**src/rtl/edge_filter_pkg.sv**
```systemverilog
// edge_filter_pkg: shared types and limits for the edge_filter_en channel bank
// Provides edge_mode_t (per-channel event qualification) and MAX_CH.
package edge_filter_pkg;
  typedef enum logic [1:0] {EDGE_OFF, EDGE_RISE, EDGE_FALL, EDGE_BOTH} edge_mode_t;
  localparam int MAX_CH = 32;
endpackage

```
**src/rtl/edge_filter_ch.sv**
```systemverilog
// edge_filter_ch: one channel of synchroniser, glitch filter, edge pulses and sticky flag
// Ports: clk_in/rst_n_in clock and async active-low reset; edge_in raw async level;
//        mode_in event mode (edge_mode_t encoding); clr_in sticky flag clear;
//        level_out filtered level; rising_out/falling_out one-cycle edge pulses;
//        event_out mode-qualified pulse; flag_out sticky event flag.
module edge_filter_ch
  import edge_filter_pkg::*;
#(
  parameter int SYNC_STAGES = 2,
  parameter int FILT_CYCLES = 4,
  parameter int CNT_W = $clog2(FILT_CYCLES + 1)
) (
  input  logic       clk_in,
  input  logic       rst_n_in,
  input  logic       edge_in,
  input  logic [1:0] mode_in,
  input  logic       clr_in,
  output logic       level_out,
  output logic       rising_out,
  output logic       falling_out,
  output logic       event_out,
  output logic       flag_out
);
  logic [SYNC_STAGES-1:0] sync_q, sync_d;
  logic [CNT_W-1:0] cnt_q, cnt_d;
  logic level_q, level_d, rise_q, rise_d, fall_q, fall_d;
  logic event_q, event_d, flag_q, flag_d;
  logic s, flip;
  edge_mode_t mode;
  always_comb begin
    mode = edge_mode_t'(mode_in);
    s = sync_q[SYNC_STAGES-1];
    sync_d = {sync_q[SYNC_STAGES-2:0], edge_in};
    // the level only flips after FILT_CYCLES consecutive disagreeing samples
    flip = (s != level_q) && (cnt_q == CNT_W'(FILT_CYCLES - 1));
    cnt_d = (s == level_q || flip) ? '0 : cnt_q + 1'b1;
    level_d = flip ? s : level_q;
    rise_d = flip & s;
    fall_d = flip & ~s;
    event_d = (rise_d & (mode == EDGE_RISE || mode == EDGE_BOTH)) |
              (fall_d & (mode == EDGE_FALL || mode == EDGE_BOTH));
    // a pending set beats a coincident clear
    flag_d = event_q | (flag_q & ~clr_in);
  end
  always_ff @(posedge clk_in or negedge rst_n_in) begin
    if (!rst_n_in) begin
      sync_q <= '0;
      cnt_q <= '0;
      level_q <= 1'b0;
      rise_q <= 1'b0;
      fall_q <= 1'b0;
      event_q <= 1'b0;
      flag_q <= 1'b0;
    end else begin
      sync_q <= sync_d;
      cnt_q <= cnt_d;
      level_q <= level_d;
      rise_q <= rise_d;
      fall_q <= fall_d;
      event_q <= event_d;
      flag_q <= flag_d;
    end
  end
  assign level_out = level_q;
  assign rising_out = rise_q;
  assign falling_out = fall_q;
  assign event_out = event_q;
  assign flag_out = flag_q;
endmodule

```
**src/rtl/edge_filter_en.sv**
```systemverilog
// edge_filter_en: bank of CH independent filtered edge-to-enable channels
// Ports: clk_in/rst_n_in clock and async active-low reset; edge_in[CH] raw levels;
//        mode_in[2*CH] per-channel mode (bits 2k+1:2k for channel k); clr_in[CH] flag clears;
//        level_out, rising_out, falling_out, event_out, flag_out[CH] registered outputs.
module edge_filter_en
  import edge_filter_pkg::*;
#(
  parameter int CH = 4,
  parameter int SYNC_STAGES = 2,
  parameter int FILT_CYCLES = 4
) (
  input  logic            clk_in,
  input  logic            rst_n_in,
  input  logic [CH-1:0]   edge_in,
  input  logic [2*CH-1:0] mode_in,
  input  logic [CH-1:0]   clr_in,
  output logic [CH-1:0]   level_out,
  output logic [CH-1:0]   rising_out,
  output logic [CH-1:0]   falling_out,
  output logic [CH-1:0]   event_out,
  output logic [CH-1:0]   flag_out
);
  localparam int CNT_W = $clog2(FILT_CYCLES + 1);
  if (CH < 1 || CH > MAX_CH) begin : g_bad_ch
    $error("edge_filter_en: CH out of range");
  end
  for (genvar k = 0; k < CH; k++) begin : g_ch
    edge_filter_ch #(
      .SYNC_STAGES(SYNC_STAGES),
      .FILT_CYCLES(FILT_CYCLES),
      .CNT_W(CNT_W)
    ) u_ch (
      .clk_in(clk_in),
      .rst_n_in(rst_n_in),
      .edge_in(edge_in[k]),
      .mode_in(mode_in[2*k+1:2*k]),
      .clr_in(clr_in[k]),
      .level_out(level_out[k]),
      .rising_out(rising_out[k]),
      .falling_out(falling_out[k]),
      .event_out(event_out[k]),
      .flag_out(flag_out[k])
    );
  end
endmodule

```
**config.mk**
```make
export PLATFORM = sky130hd
export DESIGN_NAME = edge_filter_en
export DESIGN_NICKNAME = d
export VERILOG_FILES = /design/src/rtl/edge_filter_pkg.sv /design/src/rtl/edge_filter_ch.sv /design/src/rtl/edge_filter_en.sv
export SDC_FILE = /design/constraint.sdc
export NUM_CORES = 1
export LEC_CHECK = 0
export CAP_MARGIN = 20
export CORE_ASPECT_RATIO = 1.25
export CORE_MARGIN = 2
export CORE_UTILIZATION = 40
export DETAILED_ROUTE_END_ITERATION = 6
export PLACE_DENSITY_LB_ADDON = 0.05
export SETUP_SLACK_MARGIN = 0.1
export SLEW_MARGIN = 20
export SYNTH_ARGS = -nofsm -noshare
export SYNTH_HDL_FRONTEND = slang
export SYNTH_SLANG_ARGS = --single-unit
```
**constraint.sdc**
```tcl
create_clock -name clk_in -period 2.36 [get_ports clk_in]
set_clock_uncertainty 0.1 [all_clocks]
set_input_delay 0.354 -clock clk_in [delete_from_list [all_inputs] [get_ports clk_in]]
set_output_delay 0.354 -clock clk_in [all_outputs]
set_load 0.01 [all_outputs]
```
# Word-level counts from Yosys, hierarchy flattened
# Index checks and enable logic that the tools add are counted.
dict set report totals {
  ff_bits 40
  inputBits 18
}
dict set report classes {
  add_sub_neg 4
  eq_ne 24
  n_mux 4
  bitwise_logic 36
  reduce_logical 16
}
# cell count
set op_table {}
lappend op_table {{$and 1x1->1} 20}
lappend op_table {{$eq 2x2->1 const B} 8}
lappend op_table {{$add 3x1->3 const B} 4}
lappend op_table {{$eq 3x2->1 const B} 4}
lappend op_table {{$logic_or 1x1->1} 12}
lappend op_table {{$mux 3} 4}
lappend op_table {{$eq 2x1->1 const B} 4}
lappend op_table {{$not 1->1} 8}
lappend op_table {{$or 1x1->1} 8}
lappend op_table {{$eq 1x1->1} 4}
lappend op_table {{$logic_and 1x1->1} 4}
lappend op_table {{$ne 1x1->1} 4}

# Logic depth before layout (Yosys ltp)
dict set report depth {
  depth_word 5
  mapped_depth 5
}

# Modules after synthesis
# From an unflattened synthesis, not the netlist that was laid out.
dict set report hier_totals {
  cells_unflattened 108
  hier_area_um2 1461.4
}
# mod instances cells_each area_each_um2 seq_area_each_um2
set modules_own_cells {}
lappend modules_own_cells {edge_filter_ch 4 27 365.4 250.2}

# Least setup slack after synthesis
# Ideal clock, no wire load.
dict set report synth_timing {
  path_type {reg-to-reg}
  from {register g_ch[3].u_ch.cnt_q[0]}
  to {register g_ch[3].u_ch.event_q}
  setup_ns 0.121
  arrival_time_ns 1.183
  path_slack_ns 0.957
  stages_incl_launch_ff 5
  cell_sequence {dfrtp_1 > ha_1 > ha_1 > and4b_1 > a41o_1}
}
dict set report synth_between {
  elab_chain_cells 5
}
# item line_no
set synth_lines {}
lappend synth_lines {{from (decl)} edge_filter_ch.sv:25} ;# logic [CNT_W-1:0] cnt_q, cnt_d;
lappend synth_lines {{from (signal assigned)} edge_filter_ch.sv:56} ;# cnt_q <= cnt_d;
lappend synth_lines {{$eq 3x2->1 *} edge_filter_ch.sv:35} ;# flip = (s != level_q) && (cnt_q == CNT_W'(FILT_CYCLES - 1));
lappend synth_lines {{$logic_and 1x1->1 *} edge_filter_ch.sv:35}
lappend synth_lines {{$and 1x1->1, on equally long branches} {edge_filter_ch.sv:38, edge_filter_ch.sv:39}}
lappend synth_lines {{$and 1x1->1, on equally long branches} {edge_filter_ch.sv:40, edge_filter_ch.sv:41}}
lappend synth_lines {{$or 1x1->1 *} edge_filter_ch.sv:40} ;# event_d = (rise_d & (mode == EDGE_RISE || mode == EDGE_BOTH)) |
lappend synth_lines {{via g_ch[3].u_ch.event_d} edge_filter_ch.sv:27} ;# logic event_q, event_d, flag_q, flag_d;
lappend synth_lines {{to (signal assigned)} edge_filter_ch.sv:60} ;# event_q <= event_d;
lappend synth_lines {{to (decl)} edge_filter_ch.sv:27}
# The timed path passes the listed nets; every way through them passes the cells marked *.
# A chain may end at the register's enable or synchronous reset.

# Worst setup path after layout
dict set report layout_timing {
  from {register g_ch[2].u_ch.level_q}
  to {output port level_out[2]}
}
# item line_no
set layout_rtl {}
lappend layout_rtl {{from (decl)} edge_filter_ch.sv:26} ;# logic level_q, level_d, rise_q, rise_d, fall_q, fall_d;
lappend layout_rtl {{from (signal assigned)} edge_filter_ch.sv:57} ;# level_q <= level_d;
lappend layout_rtl {{to (decl)} edge_filter_en.sv:17} ;# output logic [CH-1:0] level_out,
# No word-level cell between the ends.

==> impl_metrics.toml <==
[status]
outcome = "completed"

[layout]
drive_above_1_share_pct = 8.61
syn_to_final_growth_pct = 23.7
final_core_util_pct = 52.2
fillCellCount = 358
multi_input_area_um2 = 425
regArea_mm2 = 0.00100
n_antenna_cell = 0
final_cells = 205
final_nets = 176

[timing]
max_clock_freq_mhz = 568
final-hold-violation-count = 0
rsz0062_at_grt = "false"
min_period_ns = 1.76
finalSetupViolations = 0
tns_ns = 0
slew_viol_final = 0
worstMarginPinSlew_ns = 0.357
maxSlewHeadroom_pct = 76.2
period_share_pct = 74.5
hold_ws_ns = 0.249

[global_route]
grt_pass1_vias = 887
grt_overflow = 0
antenna_found_initial = 0
grtUsageTotal_pct = 11.9
grt_pass1_wl_um = 3870
grt_max_degree = 30

[yosys]
synth_cells = 125
synth_seq_cells = 40
synthTopCellsByCount = "40 x dfrtp_1, 20 x buf_4, 11 x inv_1"
seq_area_frac_synth_pct = 61.7
synthArstFlopShare_pct = 100
synth_edf_count = 0
synth_cell_type_count = 19
avgSynthCellArea_um2 = 13.0
yosysTopAreaCell = "dfrtp_1"
synth.most_common_cell = "dfrtp_1"
synth_top_area_share_pct = 61.7
yosys_most_used_dff = "dfrtp_1"
ys_warn_count = 0
synth_area_mm2 = 0.00162
netlist_top_cells_area = "dfrtp_1 62%, buf_4 9.3%, ha_1 6.2%, nor3b_2 3.1%, inv_1 2.5%"
syn_nets = 151

[hold_path]
hold_class = "register to register"

[floorplanning]
core_area_mm2 = 0.00385
ios = 38
fp.dieH_um = 75.2
rows = 25
dieArea_mm2 = 0.00459
initial_core_util_pct = 42.2
die_x_um = 61.0

[pwr]
powerDensity_mw_per_mm2 = 907
power_mw = 1.82
max-vdd-ir-drop_v = 0.000504
p_leak_nw = 0.975

[setup_path]
critPathMaxStageDelay_ns = 0.57
crit_slowest_cell = "clkdlybuf4s50_1"
arrival_ns = 1.31
cp_data_required_time_ns = 1.91
crit_buf_inv = 1
cp_top_family = "buffers and inverters"
path_cells = "clkdlybuf4s50_1"
end_kind = "output port"
worstPathMaxFanout = 7
path_class = "register to output port"
startpoint_type = "register"

[cts]
post_cts_buffers = 0
hold_buffers = 1
clk_latency_ns = 0.28
cts_tree = "done"
clkSlewWorstSetupHoldPaths_ns = 0.07
cts_buffer_depth = 2
cts_sinks = 40
clockRootBuffer = "clkbuf_8"
cts-resized-gates = 0
cts_inserted_buffers = 5
htreeDepth = 2

[placement]
io_buffers = 37
place_congestion = 0.747
place_hpwl_um = 1710
dpl.cell_count = 196

[drt]
first_iter_violations = 21
postRouteAntennaNets = 0
drt-pass1-iter-count = 4
avgViaCountPerCell = 4.53
num_vias = 929
route.detailed.drc = 0
wl_per_cell_um = 11.6
drt-total-wl_um = 2390

[job]
drv_cap = 0
[worst paths after layout]
path	start	end	slack, ns	depth (start not counted)
min in group asynchronous	rst_n_in	g_ch[3].u_ch.rising_out$_DFF_PN0_	0.37	2
worst min register to register	g_ch[3].u_ch.sync_q[0]$_DFF_PN0_	g_ch[3].u_ch.sync_q[1]$_DFF_PN0_	0.25	0
worst min-delay path	g_ch[3].u_ch.sync_q[0]$_DFF_PN0_	g_ch[3].u_ch.sync_q[1]$_DFF_PN0_	0.25	0
worst max register to register	g_ch[3].u_ch.cnt_q[0]$_DFF_PN0_	g_ch[3].u_ch.event_out$_DFF_PN0_	0.87	4
max in group asynchronous	rst_n_in	g_ch[0].u_ch.sync_q[1]$_DFF_PN0_	1.15	3
worst max-delay path	g_ch[2].u_ch.level_out$_DFFE_PN0P_	level_out[2]	0.60	1
[placed cells by master, fill, tap and decap left out, drive strengths merged]
cell / count
dfrtp: 40
and3b: 2
nor3: 8
and4b: 2
a21o: 4
nand4b: 3
nand2: 4
nor2: 3
xnor2: 4
nand2b: 1
o21ai: 4
clkbuf: 8
ha: 8
dlygate4sd3: 1
buf: 2
a41o: 2
nor3b: 7
clkdlybuf4s50: 36
inv: 11
mux2: 1
[power by group]
group	switching (mW)	internal [mW]
clock	0.217	0.238
sequential	0.0874	0.817
combinational	0.202	0.260
[worst register-to-register path: stages (launching register included)]
cell     delay, ns
dfrtp_1       0.39
ha_1          0.20
ha_1          0.29
and4b_1       0.21
a41o_1        0.20
[area by class of cell]
class / count / share of cell area [%]
Inverter: 11 / 2.06
Tap cell: 54 / 3.36
Clock buffer: 8 / 4.49
Timing Repair Buffer: 39 / 19.1
Sequential cell: 40 / 49.8
Multi-Input combinational cell: 53 / 21.2
[registers in the layout (all words and copies together), names as in the netlist]
signal / count
g_ch.u_ch.falling_out: 4
g_ch.u_ch.level_out: 4
g_ch.u_ch.flag_out: 4
g_ch.u_ch.event_out: 4
g_ch.u_ch.cnt_q: 12
g_ch.u_ch.rising_out: 4
g_ch.u_ch.sync_q: 8
[through the flow]
step,setup WS [ns],cell area (um2)
finish,0.601,2010
global route,0.547,2010
CTS,0.594,2010
detailed placement,0.874,1910
global placement,0.920,1910
floorplan,0.957,1620
[metal layers]
metal / wire [um] / vias to the layer above / part of all wire [%] / global-route usage, %
met4: 59 / 0 / 2.5 / 7.25
met2: 1200 / 27 / 50 / 19.4
met1: 983 / 448 / 41 / 12.8
met5: 0 / - / 0 / 0
li1: - / 447 / - / -
met3: 143 / 7 / 6.0 / 4.98
[cells by family (layout without fill, tap and decap cells)]
kind of cell               after synthesis  after routing  synth area share, %
adders and majority gates                8              8                 6.17
muxes                                    1              1                0.694
and+or+nand+nor                         30             30                 12.9
buffers and inverters                   32             58                 12.1
DFF                                     40             40                 61.7
AOI/OAI and AO/OA                       10             10                 4.32
xor gates and xnor gates                 4              4                 2.16
No activity file was read; power rests on OpenSTA's default activity.
